`src/rtl/wb_port_arbiter_if.sv`:
```
// Write-back port bundle: three requester handshakes plus the registered register-file write port.
// The arbiter sits on the slave modport; requesters and the write port consumer sit on master.
interface wb_port_arbiter_if #(
    parameter int XLEN   = 32,
    parameter int REG_AW = 5
);
    logic              req0_valid_i;
    logic              req1_valid_i;
    logic              req2_valid_i;
    logic [REG_AW-1:0] req0_rd_i;
    logic [REG_AW-1:0] req1_rd_i;
    logic [REG_AW-1:0] req2_rd_i;
    logic [XLEN-1:0]   req0_data_i;
    logic [XLEN-1:0]   req1_data_i;
    logic [XLEN-1:0]   req2_data_i;
    logic              req0_ready_o;
    logic              req1_ready_o;
    logic              req2_ready_o;
    logic              W_we_o;
    logic [REG_AW-1:0] W_rd_o;
    logic [XLEN-1:0]   W_data_o;
    logic [1:0]        W_src_o;

    modport master (
        output req0_valid_i, req1_valid_i, req2_valid_i,
        output req0_rd_i, req1_rd_i, req2_rd_i,
        output req0_data_i, req1_data_i, req2_data_i,
        input  req0_ready_o, req1_ready_o, req2_ready_o,
        input  W_we_o, W_rd_o, W_data_o, W_src_o
    );

    modport slave (
        input  req0_valid_i, req1_valid_i, req2_valid_i,
        input  req0_rd_i, req1_rd_i, req2_rd_i,
        input  req0_data_i, req1_data_i, req2_data_i,
        output req0_ready_o, req1_ready_o, req2_ready_o,
        output W_we_o, W_rd_o, W_data_o, W_src_o
    );
endinterface

```
`src/rtl/wb_port_arbiter.sv`:
```
// Write-back port arbiter: pipeline result has fixed priority, load and mul/div units share
// round-robin, and a long-latency unit that has waited STARVE_LIMIT cycles overrides the pipeline.
module wb_port_arbiter #(
    parameter int XLEN         = 32,
    parameter int REG_AW       = 5,
    parameter int STARVE_LIMIT = 4
) (
    input logic                clk_i,
    input logic                rst_i,
    wb_port_arbiter_if.slave   bus
);
    localparam int CW = $clog2(STARVE_LIMIT + 1);
    localparam logic [CW-1:0] LIMIT = CW'(STARVE_LIMIT);

    typedef enum logic [1:0] {
        SRC_REQ0 = 2'd0,
        SRC_REQ1 = 2'd1,
        SRC_REQ2 = 2'd2,
        SRC_NONE = 2'd3
    } src_e;

    logic          rr_ptr;   // 0: req1 preferred, 1: req2 preferred
    logic [CW-1:0] wait1;
    logic [CW-1:0] wait2;
    logic          starve1;
    logic          starve2;
    src_e          grant;
    logic [REG_AW-1:0] sel_rd;
    logic [XLEN-1:0]   sel_data;

    assign starve1 = bus.req1_valid_i && (wait1 == LIMIT);
    assign starve2 = bus.req2_valid_i && (wait2 == LIMIT);

    // NOTE: every variable driven here gets a default first so no latch is inferred.
    always_comb begin
        grant = SRC_NONE;
        if (rst_i) begin
            grant = SRC_NONE;
        end else if (starve1 && starve2) begin
            grant = rr_ptr ? SRC_REQ2 : SRC_REQ1;
        end else if (starve1) begin
            grant = SRC_REQ1;
        end else if (starve2) begin
            grant = SRC_REQ2;
        end else if (bus.req0_valid_i) begin
            grant = SRC_REQ0;
        end else if (bus.req1_valid_i && bus.req2_valid_i) begin
            grant = rr_ptr ? SRC_REQ2 : SRC_REQ1;
        end else if (bus.req1_valid_i) begin
            grant = SRC_REQ1;
        end else if (bus.req2_valid_i) begin
            grant = SRC_REQ2;
        end
    end

    assign bus.req0_ready_o = (grant == SRC_REQ0);
    assign bus.req1_ready_o = (grant == SRC_REQ1);
    assign bus.req2_ready_o = (grant == SRC_REQ2);

    always_comb begin
        sel_rd   = '0;
        sel_data = '0;
        unique case (grant)
            SRC_REQ0: begin sel_rd = bus.req0_rd_i; sel_data = bus.req0_data_i; end
            SRC_REQ1: begin sel_rd = bus.req1_rd_i; sel_data = bus.req1_data_i; end
            SRC_REQ2: begin sel_rd = bus.req2_rd_i; sel_data = bus.req2_data_i; end
            default:  begin sel_rd = '0;            sel_data = '0;             end
        endcase
    end

    // NOTE: sequential state uses non-blocking assignments so all registers update from pre-edge values.
    always_ff @(posedge clk_i) begin
        if (rst_i) begin
            rr_ptr       <= 1'b0;
            wait1        <= '0;
            wait2        <= '0;
            bus.W_we_o   <= 1'b0;
            bus.W_rd_o   <= '0;
            bus.W_data_o <= '0;
            bus.W_src_o  <= SRC_NONE;
        end else begin
            if (grant == SRC_REQ1)      rr_ptr <= 1'b1;
            else if (grant == SRC_REQ2) rr_ptr <= 1'b0;

            if (!bus.req1_valid_i || grant == SRC_REQ1) wait1 <= '0;
            else if (wait1 != LIMIT)                    wait1 <= wait1 + CW'(1);

            if (!bus.req2_valid_i || grant == SRC_REQ2) wait2 <= '0;
            else if (wait2 != LIMIT)                    wait2 <= wait2 + CW'(1);

            // x0 writes are accepted and tagged with their source but never enable the write.
            bus.W_we_o  <= (grant != SRC_NONE) && (sel_rd != '0);
            bus.W_src_o <= grant;
            if (grant != SRC_NONE) begin
                bus.W_rd_o   <= sel_rd;
                bus.W_data_o <= sel_data;
            end
        end
    end
endmodule

```
`src/flat_wrapper.sv`:
```
// flat-port wrapper written by rule: the top's interface ports become plain ports
module wb_port_arbiter_flat 
#(
    parameter int XLEN         = 32,
    parameter int REG_AW       = 5,
    parameter int STARVE_LIMIT = 4
)
  (clk_i, rst_i, bus_req0_valid_i, bus_req1_valid_i, bus_req2_valid_i, bus_req0_rd_i, bus_req1_rd_i, bus_req2_rd_i, bus_req0_data_i, bus_req1_data_i, bus_req2_data_i, bus_req0_ready_o, bus_req1_ready_o, bus_req2_ready_o, bus_W_we_o, bus_W_rd_o, bus_W_data_o, bus_W_src_o);
  wb_port_arbiter_if #(.XLEN(XLEN), .REG_AW(REG_AW)) bus_i ();
  input logic clk_i;
  input logic rst_i;
  input wire logic [$bits(bus_i.req0_valid_i)-1:0] bus_req0_valid_i;
  input wire logic [$bits(bus_i.req1_valid_i)-1:0] bus_req1_valid_i;
  input wire logic [$bits(bus_i.req2_valid_i)-1:0] bus_req2_valid_i;
  input wire logic [$bits(bus_i.req0_rd_i)-1:0] bus_req0_rd_i;
  input wire logic [$bits(bus_i.req1_rd_i)-1:0] bus_req1_rd_i;
  input wire logic [$bits(bus_i.req2_rd_i)-1:0] bus_req2_rd_i;
  input wire logic [$bits(bus_i.req0_data_i)-1:0] bus_req0_data_i;
  input wire logic [$bits(bus_i.req1_data_i)-1:0] bus_req1_data_i;
  input wire logic [$bits(bus_i.req2_data_i)-1:0] bus_req2_data_i;
  output wire logic [$bits(bus_i.req0_ready_o)-1:0] bus_req0_ready_o;
  output wire logic [$bits(bus_i.req1_ready_o)-1:0] bus_req1_ready_o;
  output wire logic [$bits(bus_i.req2_ready_o)-1:0] bus_req2_ready_o;
  output wire logic [$bits(bus_i.W_we_o)-1:0] bus_W_we_o;
  output wire logic [$bits(bus_i.W_rd_o)-1:0] bus_W_rd_o;
  output wire logic [$bits(bus_i.W_data_o)-1:0] bus_W_data_o;
  output wire logic [$bits(bus_i.W_src_o)-1:0] bus_W_src_o;
  assign bus_i.req0_valid_i = bus_req0_valid_i;
  assign bus_i.req1_valid_i = bus_req1_valid_i;
  assign bus_i.req2_valid_i = bus_req2_valid_i;
  assign bus_i.req0_rd_i = bus_req0_rd_i;
  assign bus_i.req1_rd_i = bus_req1_rd_i;
  assign bus_i.req2_rd_i = bus_req2_rd_i;
  assign bus_i.req0_data_i = bus_req0_data_i;
  assign bus_i.req1_data_i = bus_req1_data_i;
  assign bus_i.req2_data_i = bus_req2_data_i;
  assign bus_req0_ready_o = bus_i.req0_ready_o;
  assign bus_req1_ready_o = bus_i.req1_ready_o;
  assign bus_req2_ready_o = bus_i.req2_ready_o;
  assign bus_W_we_o = bus_i.W_we_o;
  assign bus_W_rd_o = bus_i.W_rd_o;
  assign bus_W_data_o = bus_i.W_data_o;
  assign bus_W_src_o = bus_i.W_src_o;
  wb_port_arbiter #(.XLEN(XLEN), .REG_AW(REG_AW), .STARVE_LIMIT(STARVE_LIMIT)) u_core (.clk_i(clk_i), .rst_i(rst_i), .bus(bus_i));
endmodule
```
`config.mk`:
```
export PLATFORM = sky130hd
export DESIGN_NAME = wb_port_arbiter_flat
export DESIGN_NICKNAME = d
export VERILOG_FILES = /design/src/rtl/wb_port_arbiter_if.sv /design/src/rtl/wb_port_arbiter.sv /design/src/flat_wrapper.sv
export SDC_FILE = /design/constraint.sdc
export NUM_CORES = 1
export LEC_CHECK = 0
export CORE_ASPECT_RATIO = 0.75
export CORE_MARGIN = 1
export CORE_UTILIZATION = 38
export CTS_CLUSTER_SIZE = 12
export DETAILED_ROUTE_END_ITERATION = 10
export GPL_TIMING_DRIVEN = 0
export PLACE_DENSITY = 0.87
export SLEW_MARGIN = 25
export SYNTH_ARGS = -nofsm -noshare
export SYNTH_HDL_FRONTEND = slang
export SYNTH_SLANG_ARGS = --single-unit
```
`constraint.sdc`:
```
create_clock -name clk_i -period 5.6 [get_ports clk_i]
set_input_delay 0.56 -clock clk_i [delete_from_list [all_inputs] [get_ports clk_i]]
set_output_delay 0.56 -clock clk_i [all_outputs]
set_load 0.1 [all_outputs]
```
# Yosys cells after proc, flatten, opt, wreduce, memory -nomap -nowiden
# Index checks and enable logic that the tools add are counted.
[word_totals]
ff_bits = 47
input_bits = 116
output_inout_bits = 43
elab_cells = 43
[classes]
addsub = 2
n_eq_ne = 7
mux = 13
n_reduce_logical = 14
[ops]
columns = ["operator", "n"]
rows = [
  ["32-bit case mux with 3 select lines", 1],
  ["2-bit 2-to-1 mux", 8],
  ["5-bit case mux with 3 select lines", 1],
  ["3-bit by 1-bit adder with 3-bit output, second input constant", 2],
  ["3-bit equality test, second input constant", 2],
  ["3-bit inequality test, second input constant", 2],
  ["1-bit logical AND", 5],
  ["5-bit nonzero test", 1],
  ["2-bit OR reduction", 2],
  ["1-bit 2-to-1 mux", 3],
  ["2-bit by 1-bit equality test with 1-bit output, second input constant", 1],
  ["2-bit equality test, second input constant", 1],
  ["1-bit zero test", 2],
  ["2-bit zero test", 1],
  ["1-bit logical OR", 2],
  ["2-bit inequality test, second input constant", 1],
  ["2-bit nonzero test", 1],
]

# Logic depth before layout (Yosys ltp)
[logic_depth]
depth_word = 12
mapped_depth = 13
depth_no_buf = 11

# Worst setup path after synthesis
# OpenSTA, ideal clock, no wires.
[synth_timing]
kind = "flip-flop to flip-flop"
from = "register u_core.wait1[0]"
to = "register u_core.bus.W_data_o[10]"
setup_time_ns = 0.066
t_arrival_ns = 3.035
required_time_ns = 5.534
slack_ns = 2.498
stages_incl_launch_ff = 14
path_buffers = 2
synth_period_minus_slack_ns = 3.102
cell_sequence = "dfxtp_1 inv_1 ha_1 nand2_2 or3_4 a41oi_2 or2_1 ha_1 buf_2 buf_2 a222oi_1 nor2_1 a21oi_1 nor2_1"
[synth_via]
elab_chain_len = 7
elab_cells_between_ends = 11
cone_classes = "eq/ne (4); mux (4); reduce/logical (3)"
[synth_rtl]
columns = ["item", "line", "rtl"]
rows = [
  ["start: declaration", "wb_port_arbiter.sv:23", "logic [CW-1:0] wait1;"],
  ["start signal: assignment", "wb_port_arbiter.sv:86", "else if (wait1 != LIMIT) wait1 <= wait1 + CW'(1);"],
  ["3-bit equality test *", "wb_port_arbiter.sv:31", "assign starve1 = bus.req1_valid_i && (wait1 == LIMIT);"],
  ["1-bit logical AND *", "wb_port_arbiter.sv:31", ""],
  ["2-bit 2-to-1 mux / 1-bit logical AND (equally long branches)", "wb_port_arbiter.sv:41, wb_port_arbiter.sv:39", ""],
  ["2-bit 2-to-1 mux *", "wb_port_arbiter.sv:39", "end else if (starve1 && starve2) begin"],
  ["2-bit 2-to-1 mux *", "wb_port_arbiter.sv:37", "if (rst_i) begin"],
  ["via u_core.grant[0]", "wb_port_arbiter.sv:27", "src_e grant;"],
  ["2-bit by 1-bit equality test with 1-bit output *", "-", ""],
  ["via bus_req1_ready_o", "flat_wrapper.sv:22", "output wire logic [$bits(bus_i.req1_ready_o)-1:0] bus_req1_ready_o;"],
  ["32-bit case mux with 3 select lines *", "wb_port_arbiter.sv:63", "unique case (grant)"],
  ["end signal: assignment", "wb_port_arbiter.sv:96", "bus.W_data_o <= sel_data;"],
  ["end: declaration", "wb_port_arbiter_if.sv:37", "output W_we_o, W_rd_o, W_data_o, W_src_o"],
]
# The timed path passes the listed nets; every way through them passes the cells marked *.
# A chain may end at the register's enable or synchronous reset.

# Final worst setup path
[layout_timing]
from = "input bus_req1_valid_i"
to = "output bus_req1_ready_o"
[layout_via]
elab_chain_len = 8
elab_cells_between_ends = 11
cone_classes = "eq/ne (1); mux (7); reduce/logical (3)"
[layout_rtl]
columns = ["item", "line", "rtl"]
rows = [
  ["start: declaration", "flat_wrapper.sv:13", "input wire logic [$bits(bus_i.req1_valid_i)-1:0] bus_req1_valid_i;"],
  ["2-bit 2-to-1 mux / 1-bit logical AND (equally long branches)", "wb_port_arbiter.sv:49, wb_port_arbiter.sv:47", ""],
  ["2-bit 2-to-1 mux", "wb_port_arbiter.sv:47", "end else if (bus.req1_valid_i && bus.req2_valid_i) begin"],
  ["2-bit 2-to-1 mux", "wb_port_arbiter.sv:45", "end else if (bus.req0_valid_i) begin"],
  ["2-bit 2-to-1 mux", "wb_port_arbiter.sv:43", "end else if (starve2) begin"],
  ["2-bit 2-to-1 mux", "wb_port_arbiter.sv:41", "end else if (starve1) begin"],
  ["2-bit 2-to-1 mux *", "wb_port_arbiter.sv:39", ""],
  ["2-bit 2-to-1 mux *", "wb_port_arbiter.sv:37", ""],
  ["via u_core.grant[0]", "wb_port_arbiter.sv:27", ""],
  ["2-bit by 1-bit equality test with 1-bit output *", "wb_port_arbiter.sv:57", "assign bus.req1_ready_o = (grant == SRC_REQ1);"],
  ["end: declaration", "flat_wrapper.sv:22", ""],
]
# Marks and branches as above.

==> impl_metrics.env <==
export IMPL_run_status="complete, no violations"
export IMPL_skew_ns=0.00430
export IMPL_fin_ws_ns=1.73
export IMPL_grt_antenna_before_repair=0
export IMPL_die_x_um=90.6
export IMPL_end_kind="primary output"
export IMPL_synth_flop_cell="dfxtp_1"
export IMPL_num_antenna_cells=0
export IMPL_finalSetupViolCount=0
export IMPL_rr_endpoint="u_core.bus.W_data_o[6]$_SDFFE_PP0P_"
export IMPL_synth_top_family_by_area="compound AO/OA/AOI/OAI gates"
export IMPL_drive_gt1_share_pct=5.02
export IMPL_combPwrFrac_pct=42.3
export IMPL_ant_nets=0
export IMPL_synth_edf_count=0
export IMPL_yosys_register_bits=47
export IMPL_grt_first_pass_wirelength_mm=12.4
export IMPL_tightest_slew_ns=1.01
export IMPL_p_leak_nw=1.51
export IMPL_dp_hpwl_mm=6.28
export IMPL_nets=563
export IMPL_ys_warn_count=0
export IMPL_drtIter0Drc=238
export IMPL_crit_required_ns=5.04
export IMPL_clk_insertion_delay_late_ns=0.29
export IMPL_cts_made_buffers=5
export IMPL_worst_path_max_fanout=4
export IMPL_cts_hold_buf=0
export IMPL_min_from="u_core.bus.W_data_o[1]$_SDFFE_PP0P_"
export IMPL_place_area_um2=3920
export IMPL_cp_start_kind="input pin"
export IMPL_post_cts_buffers=0
export IMPL_path_class="input pin to primary output"
export IMPL_max_freq_mhz=258
export IMPL_syn_to_final_growth_pct=78.0
export IMPL_post_cts_resized=0
export IMPL_grt_pass1_vias=2680
export IMPL_netlist_area_um2=2240
export IMPL_yosysUniqueCellTypes=25
export IMPL_io_pins=159
export IMPL_r2r_start="u_core.wait1[0]$_SDFFE_PP0P_"
export IMPL_synthAdderAreaFrac_pct=4.47
export IMPL_p_switching_w=0.000369
export IMPL_async_flop_share_pct=0
export IMPL_clkSinkCount=47
export IMPL_cp_arrival_ns=3.31
export IMPL_swShare_pct=38.5
export IMPL_slew_headroom_pct=32.8
export IMPL_avgSynthCellArea_um2=8.17
export IMPL_synth_nets=398
export IMPL_p_int_w=0.000590
export IMPL_power_frac_clock_pct=19.5
export IMPL_grt_usage_pct=25.8
export IMPL_start_util_pct=40.7
export IMPL_wl_per_cell_um=16.0
export IMPL_post_route_util_pct=72.5
export IMPL_via_per_inst=5.47
export IMPL_hold_depth=2
export IMPL_drt_pass1_iter_count=6
export IMPL_rsz0062_at_grt="no"
export IMPL_synthCells=274
export IMPL_slew_violations=0
export IMPL_htreeDepth=2
export IMPL_synthSimpleGateAreaFrac_pct=18.1
export IMPL_period_needed_ns=3.87
export IMPL_hold_violations=0
export IMPL_critPathLaunch="bus_req1_valid_i"
export IMPL_clockBufferDepth=2
export IMPL_seqPwrFrac_pct=38.3
export IMPL_die_area_um2=6210
export IMPL_yosysSeqAreaShare_pct=42.0
export IMPL_rows=23
export IMPL_vias=2804
export IMPL_synth_xor_area_share_pct=0.782
export IMPL_pre_cts_ws_ns=1.75
export IMPL_rrSetupSlack_ns=2.67
export IMPL_vdd_drop_max_v=0.000107
export IMPL_die_h_um=68.5
export IMPL_cts_tree="yes"
export IMPL_grt_max_degree=13
export IMPL_core_area_um2=5500
export IMPL_routed_wl_mm=8.20
export IMPL_power_per_cell_area_nw_per_um2=241
export IMPL_port_buffers=158
export IMPL_setup_tns_ns=0
export IMPL_hold_path_class="flop to flop"
export IMPL_clkTransAtPathRegs_ns=0.08
export IMPL_gp_congestion=0.803
export IMPL_synth_compound_area_share_pct=28.5
export IMPL_cts_root_buf="clkbuf_8"
export IMPL_drv_cap=0
export IMPL_final_area_um2=3990
export IMPL_overflow=0
export IMPL_finalCritPeriodShare_pct=69.1
export IMPL_remaining_drc_errors=0
export IMPL_synthMuxAreaShare_pct=0.447
export IMPL_ff2ff_path_depth=13
export IMPL_hold_end="u_core.bus.W_data_o[1]$_SDFFE_PP0P_"
[per-stage QoR]
| stage | hold WS [ns] | cells | total power (W) |
|---|---|---|---|
| after global placement | 0.466 | 507 | 0.000773 |
| after floorplan | 0.459 | 274 | 0.000626 |
| after global routing | 0.507 | 513 | 0.00101 |
| final | 0.494 | 513 | 0.000959 |
| after detailed placement | 0.478 | 507 | 0.000778 |
| after CTS | 0.496 | 513 | 0.000963 |
[critical path, cell delays in order]
cell             delay [ns]
clkdlybuf4s50_1        0.48
inv_1                  0.07
or3_4                  0.39
a41oi_2                0.25
or2_1                  0.16
ha_1                   0.23
clkdlybuf4s50_1        1.16
[routing by layer]
| metal | GRT usage [%] | vias up | wire (um) |
|---|---|---|---|
| li1 | - | 1338 | - |
| met1 | 28.1 | 1307 | 3130 |
| met2 | 47.7 | 150 | 4110 |
| met3 | 8.56 | 9 | 865 |
| met4 | 9.68 | 0 | 87 |
| met5 | 0 | - | 0 |
[layout by cell type, fill, tap and decap left out]
master and instances:
and3_1 1, nor2_1 84, a21oi_1 41, nand2_1 6, xnor2_1 2, nor3_1 2, dfxtp_1 47, clkdlybuf4s50_1 158
o2bb2ai_1 1, buf_2 12, buf_1 3, nand2_2 1, a311oi_1 1, or2_1 2, a31oi_1 1, a222oi_1 37
ha_1 8, clkbuf_1 11, inv_1 5, a21o_2 2, o21ai_0 1, a41oi_2 1, or3_4 1, clkbuf_8 5
mux2i_1 1, or3_1 1, nand3_1 3
[synth_stat cells (3+ instances only)]
master | count | area [um2]
a21oi_1 | 41 | 205
a222oi_1 | 37 | 370
buf_1 | 3 | 11.3
buf_2 | 12 | 60.1
clkbuf_1 | 10 | 37.5
dfxtp_1 | 47 | 941
ha_1 | 8 | 100
inv_1 | 5 | 18.8
nand2_1 | 6 | 22.5
nand3_1 | 3 | 15.0
nor2_1 | 84 | 315
[how the worst max path moves through the flow]
stage,end,cells after the start
floorplan,u_core.bus.W_data_o[10]$_SDFFE_PP0P_,13
global placement,bus_req1_ready_o,7
detailed placement,bus_req1_ready_o,7
CTS,bus_req1_ready_o,7
global route,bus_req1_ready_o,7
finish,bus_req1_ready_o,7
[logic make-up after synthesis]
group	after synthesis
and+or+nand+nor	101
muxes	1
AOI/OAI and AO/OA	85
buffers and inverters	30
adders and majority gates	8
xor gates and xnor gates	2
DFF	47
[sequential cells by signal (all words and copies together), names as in the netlist]
signal	count
u_core.bus.W_src_o	2
u_core.rr_ptr	1
u_core.bus.W_we_o	1
u_core.bus.W_rd_o	5
u_core.wait1	3
u_core.wait2	3
u_core.bus.W_data_o	32
[power by group through the flow]
| stage | clock network (W) | registers [W] | logic, W |
|---|---|---|---|
| 3_3_place_gp | 0 | 0.000374 | 0.000399 |
| 2_1_floorplan | 0 | 0.000516 | 0.000109 |
| 5_1_grt | 0.000209 | 0.000370 | 0.000428 |
| 4_1_cts | 0.000191 | 0.000367 | 0.000405 |
| 3_5_place_dp | 0 | 0.000375 | 0.000403 |
| 6_report | 0.000187 | 0.000367 | 0.000405 |
[final cells by class]
class | count | area [um2]
tap | 75 | 93.8
buffer | 25 | 109
multi-input combinational | 197 | 1170
timing repair buffer | 158 | 1580
sequential | 47 | 941
clock buffer | 6 | 72.6
fill | 433 | 1510
inverter | 5 | 18.8
(Power assumes the default switching activity.)
==> RTL change 1: new RTL, same settings <==
`REG_AW` is set to 5 in 3 places; all go to 4.
--- a/src/rtl/wb_port_arbiter_if.sv
+++ b/src/rtl/wb_port_arbiter_if.sv
@@ -2,7 +2,7 @@
 // The arbiter sits on the slave modport; requesters and the write port consumer sit on master.
 interface wb_port_arbiter_if #(
     parameter int XLEN   = 32,
-    parameter int REG_AW = 5
+    parameter int REG_AW = 4
 );
     logic              req0_valid_i;
     logic              req1_valid_i;
--- a/src/rtl/wb_port_arbiter.sv
+++ b/src/rtl/wb_port_arbiter.sv
@@ -2,7 +2,7 @@
 // round-robin, and a long-latency unit that has waited STARVE_LIMIT cycles overrides the pipeline.
 module wb_port_arbiter #(
     parameter int XLEN         = 32,
-    parameter int REG_AW       = 5,
+    parameter int REG_AW       = 4,
     parameter int STARVE_LIMIT = 4
 ) (
     input logic                clk_i,
--- a/src/flat_wrapper.sv
+++ b/src/flat_wrapper.sv
@@ -2,7 +2,7 @@
 module wb_port_arbiter_flat 
 #(
     parameter int XLEN         = 32,
-    parameter int REG_AW       = 5,
+    parameter int REG_AW       = 4,
     parameter int STARVE_LIMIT = 4
 )
   (clk_i, rst_i, bus_req0_valid_i, bus_req1_valid_i, bus_req2_valid_i, bus_req0_rd_i, bus_req1_rd_i, bus_req2_rd_i, bus_req0_data_i, bus_req1_data_i, bus_req2_data_i, bus_req0_ready_o, bus_req1_ready_o, bus_req2_ready_o, bus_W_we_o, bus_W_rd_o, bus_W_data_o, bus_W_src_o);
Ports: changed (resized bus_W_rd_o, bus_req0_rd_i, bus_req1_rd_i and bus_req2_rd_i); port bits go from 159 to 155. The function was not compared with the original's and may differ.
==> RTL change 1 against the unedited design <==
- setup slack better by 0.036 ns
- routed wire length decreased by 4.8%
- synthesized area is 4.3% higher
- cell area rose by 1.7%
- fmax increased by 0.93%
- total power grew 0.90%
- sequential cell count shrank 1
- largest cell class unchanged
- largest power group unchanged
- die area up 4.2%
==> RTL change 1: results (changes against the unedited design) <==
The path class of the tightest hold or removal check is flip-flop to flip-flop. The tools report the area after detailed placement as 3970 sq um (+1.3%). The placed wire-length estimate after detailed placement came out at 6010 um (-4.3%).

The number of distinct library cells after synthesis is 27 (+8.0%). The proportion of register bits with asynchronous set or reset after synthesis came out at 0% (unchanged). The logs give 0 (unchanged) for the initial antenna violation count and 550 (-2.3%) for the final layout net count. The period utilization is 68.5% (-0.63 points), and the post-CTS clock slew at the launch and capture registers of the worst setup and hold paths is 0.08 ns (about the same).

The net count after synthesis is 390 (-2.0%), and the sequential share of the synthesized area is 39.4% (-2.6 points). The tools report the count of yosys warnings during synthesis as 0 (unchanged). The tools report the final estimated routing congestion in global placement as 0.739 (-8.0%). Sorting the synthesized cells by area gives the leading types as dfxtp_1 39%, a222oi_1 15%, o21a_1 12%. The clock insertion delay at the later pin of the skew report is 0.29 ns (about the same). The slew at the pin closest to its max-slew limit was 1.01 ns (+0.00906 ns). The largest registers in the layout are u_core.bus.W_data_o: 32 flops, u_core.bus.W_rd_o: 4 flops. The post-cts resize count was 0 (unchanged). The diode insertion count for antenna repair came out at 0 (unchanged). The logs give 2 (unchanged) for the H-tree depth and 0 (unchanged) for the number of buffers added for setup after CTS.

Overall fraction of global-route tracks in use: 23.8% (-2.0 points). The logs give 0.156 mV (+46%) for the peak ir drop on the vdd network and 12200 um (-2.0%) for the wire length of the first global-routing pass. The root buffer cell chosen for the clock tree is clkbuf_8. The run gives 2643 (-1.4%) as the via count of the first global-routing pass. The logs give 2 (unchanged) for the maximum count of clock buffers along a single path and 14 (+1) for the maximum number of pins on one net before global-route repair.

The run gives 3.28 ns (-0.03 ns) as the data arrival time of the worst path. Number of design-rule violations left by the first detailed-router iteration: 220 (-7.6%). Reported leakage power: 1.48 nW (-2.0%).

The quantity of I/O buffers inserted on ports works out to 153 (-3.2%). Worst setup skew after layout: 0.00676 ns (+0.00246 ns). The ratio of cells with drive above 1 in the final layout is 5.58% (+0.56 points). The wire length per cell came out at 15.4 um (-3.9%). By count the netlist is led by 46 x dfxtp_1, 45 x nor2_1, 43 x nand2_1. The prevailing post-synth register cell is dfxtp_1. The number of buffers added by the clock tree synthesis step was 5 (unchanged); the highest net fanout along the worst path was 4 (unchanged). The vias per cell came out at 5.37 (-1.8%).

The run finished with clean final reports. The number of detailed-route iterations in the first pass was 5 (-1).
RTL change 1: changes by cell type in the layout (fill, tap and decap cells not counted), sizes merged, moves of 2 or more:
| cell | before | now |
|---|---|---|
| or2 | 2 | 0 |
| clkdlybuf4s50 | 158 | 153 |
| o21a | 0 | 36 |
| or3 | 2 | 0 |
| a21oi | 41 | 3 |
| nand2 | 7 | 43 |
| o21bai | 0 | 2 |
| a311o | 0 | 2 |
| nor2 | 84 | 45 |
RTL change 1: final cells by class:
type | instances | area, sq um
clock inverter | 1 | 5.00
timing repair buffer | 153 | 1530
inverter | 5 | 18.8
tap | 78 | 97.6
clock buffer | 7 | 86.3
sequential | 46 | 921
fill | 484 | 1800
buffer | 25 | 153
multi-input combinational | 193 | 1240
RTL change 1: final timing paths:
path / startpoint / endpoint / slack (ns) / depth (start not counted)
worst max-delay path: bus_req2_valid_i / bus_req0_ready_o / 1.76 / 6
worst min-delay path: u_core.wait2[1]$_SDFFE_PP0P_ / u_core.wait2[1]$_SDFFE_PP0P_ / 0.50 / 2
worst max register to register: u_core.wait2[0]$_SDFFE_PP0P_ / u_core.bus.W_we_o$_SDFF_PP0_ / 2.91 / 10
worst min register to register: u_core.wait2[1]$_SDFFE_PP0P_ / u_core.wait2[1]$_SDFFE_PP0P_ / 0.50 / 2
RTL change 1: stage by stage:
| step | utilization, % | hold WS, ns | instances | setup WS [ns] |
|---|---|---|---|---|
| finish | 69.3 | 0.499 | 508 | 1.76 |
| detailed placement | 67.7 | 0.490 | 500 | 1.76 |
| global route | 69.3 | 0.542 | 508 | 1.66 |
| CTS | 69.3 | 0.501 | 508 | 1.75 |
| floorplan | - | 0.456 | 269 | 2.68 |
| global placement | 67.7 | 0.466 | 500 | 1.82 |
RTL change 1: cell families (layout without fill, tap and decap cells):
family,after synthesis,in the layout,synth area share (%)
DFF,46,46,39.4
muxes,1,1,0.429
xor gates and xnor gates,2,2,0.750
and+or+nand+nor,97,97,16.8
AOI/OAI and AO/OA,85,85,31.0
buffers and inverters,30,191,7.34
adders and majority gates,8,8,4.29
RTL change 1: report_power, final:
part           internal, mW  switching (mW)
Sequential            0.348          0.0108
Combinational         0.157           0.243
Clock                0.0998           0.110
RTL change 1: critical path: stages:
cell and delay [ns]:
clkdlybuf4s50_1 0.52, and3_1 0.24, o21ai_1 0.11, a311oi_1 0.41, ha_1 0.26, clkdlybuf4s50_1 1.17
RTL change 1: per-layer routing:
metal | track usage [%] | wire length (um)
met5 | 0 | 0
met4 | 7.47 | 125
met3 | 7.52 | 813
met2 | 40.3 | 3660
met1 | 28.6 | 3210
==> RTL change 2: new RTL, config.mk and constraints unchanged <==
Made on the original files. Make the reset (`rst_i`) asynchronous in one clocked block.
--- a/src/rtl/wb_port_arbiter.sv
+++ b/src/rtl/wb_port_arbiter.sv
@@ -69,7 +69,7 @@
     end
 
     // NOTE: sequential state uses non-blocking assignments so all registers update from pre-edge values.
-    always_ff @(posedge clk_i) begin
+    always_ff @(posedge clk_i or posedge rst_i) begin
         if (rst_i) begin
             rr_ptr       <= 1'b0;
             wait1        <= '0;
Formal check against the unedited RTL: differs if rst_i is asserted again (counterexample within 4 cycles, from zero or initial values and one cycle with rst_i high); with rst_i held inactive, the same outputs for 10 cycles.
==> RTL change 2 against the unedited design <==
- synthesized area up 12%
- routed wire length fell by 1.9%
- sequential cell count stayed put
- highest routed layer unchanged
- setup slack better by 0.18 ns
- count of clock-buffer cells in the layout unchanged
- sequential share of layout area is 3.9 points higher
- cell area grew 7.5%
Power is not compared: it rests on default switching activity, and its combinational part moved more than twofold at a synthesized area within 25%.
==> RTL change 2: results (changes against the unedited design) <==
The ratio of cells with drive above 1 in the final layout is 7.83% (+2.8 points). After synthesis, the most frequently instantiated cells are 45 x dfrtp_1, 42 x inv_1, 37 x a222oi_1, 37 x mux2i_1, 14 x buf_2. The area share of fa/ha/maj cells after synthesis was 4.01% (-0.46 points). Final estimated routing congestion in global placement: 0.759 (-5.5%).

The flow ran to the end, and the final reports show no timing, DRC or antenna violations. For the total placed cells including tap cells, the log shows 469 (-7.5%). From synthesis to final layout, the design area changed by 71.6%. The data arrival time of the worst path was 3.13 ns (-0.18 ns); the cell count after synthesis was 229 (-16%). Quantity of I/O buffers inserted on ports: 158 (unchanged). The end point of the most critical hold path is u_core.bus.W_data_o[16]$_DFFE_PP0P_. Following the worst setup path forward leads to its endpoint at bus_req2_ready_o. Launching element of the worst setup path: bus_req0_valid_i. The mux contribution to synthesized area is 15.3% (+15 points), and the post-synthesis share of cell area spent on xor and xnor gates is 0.701% (-0.081 points). The type of the worst min-delay path was flip-flop to flip-flop. The via count of the first global-routing pass was 2678 (-0.075%).

The final critical-path required period is 3.69 ns (-0.184 ns), and the vias per cell is 5.35 (-2.2%). Yosys attributes the largest share of cell area to dfrtp_1 45%, a222oi_1 15%, mux2i_1 15%. The net count after synthesis is 353 (-11%), and the depth of the most critical reg-to-reg path is 11 (-2).

For the worst setup skew after layout, the log shows 0.0110 ns (+0.00670 ns). The maximum number of pins on one net before global-route repair was 28 (+15); the share of the synthesized area in compound gates (AO/OA/AOI/OAI) was 16.4% (-12 points). The run gives 5 (-1) as the number of detailed-route iterations in the first pass. The startpoint identified for the worst hold timing path is u_core.bus.W_data_o[16]$_DFFE_PP0P_. For the post-route worst hold slack, the log shows 0.523 ns (+0.0292 ns). The largest part of the power goes to combinational logic. Sequential share of the synthesized area: 47.2% (+5.2 points). The tools report the number of inserted filler cells in the final layout as 510 (+18%). The logs give 6280 um (about the same) for the placed wire-length estimate after detailed placement and 519 (-7.8%) for the final layout net count.

The detailed-route wire length is 8050 um (-1.9%). The overall fraction of global-route tracks in use is 23.4% (-2.4 points), and the area after detailed placement is 4200 sq um (+7.3%). The internal reg-to-reg setup slack is 2.83 ns (+0.16 ns).

The proportion of register bits with asynchronous set or reset after synthesis is 100% (+100 points). The slew at the pin closest to its max-slew limit was 1.01 ns (+0.00826 ns); the number of distinct library cells after synthesis was 26 (+4.0%).
==> RTL change 2: metal layers <==
metal	global-route usage (%)	wire length [um]	vias up
met1	27.0	3040	1231
met3	5.14	726	18
met4	8.79	168	0
li1	-	-	1181
met5	0	0	-
met2	42.4	4110	121
==> RTL change 2: layout make-up <==
class | count | share of cell area (%)
Buffer | 16 | 2.07
Tap cell | 81 | 2.36
Clock buffer | 6 | 1.69
Inverter | 42 | 3.68
Timing Repair Buffer | 159 | 37.4
Clock inverter | 2 | 0.292
Sequential cell | 47 | 27.5
Multi-Input combinational cell | 124 | 25.0
==> RTL change 2: cell families (layout without fill, tap and decap cells) <==
kind of cell | Yosys count | after routing
AOI/OAI and AO/OA | 44 | 44
adders and majority gates | 8 | 8
xor gates and xnor gates | 2 | 2
and+or+nand+nor | 32 | 32
muxes | 38 | 38
DFF | 47 | 47
buffers and inverters | 58 | 225
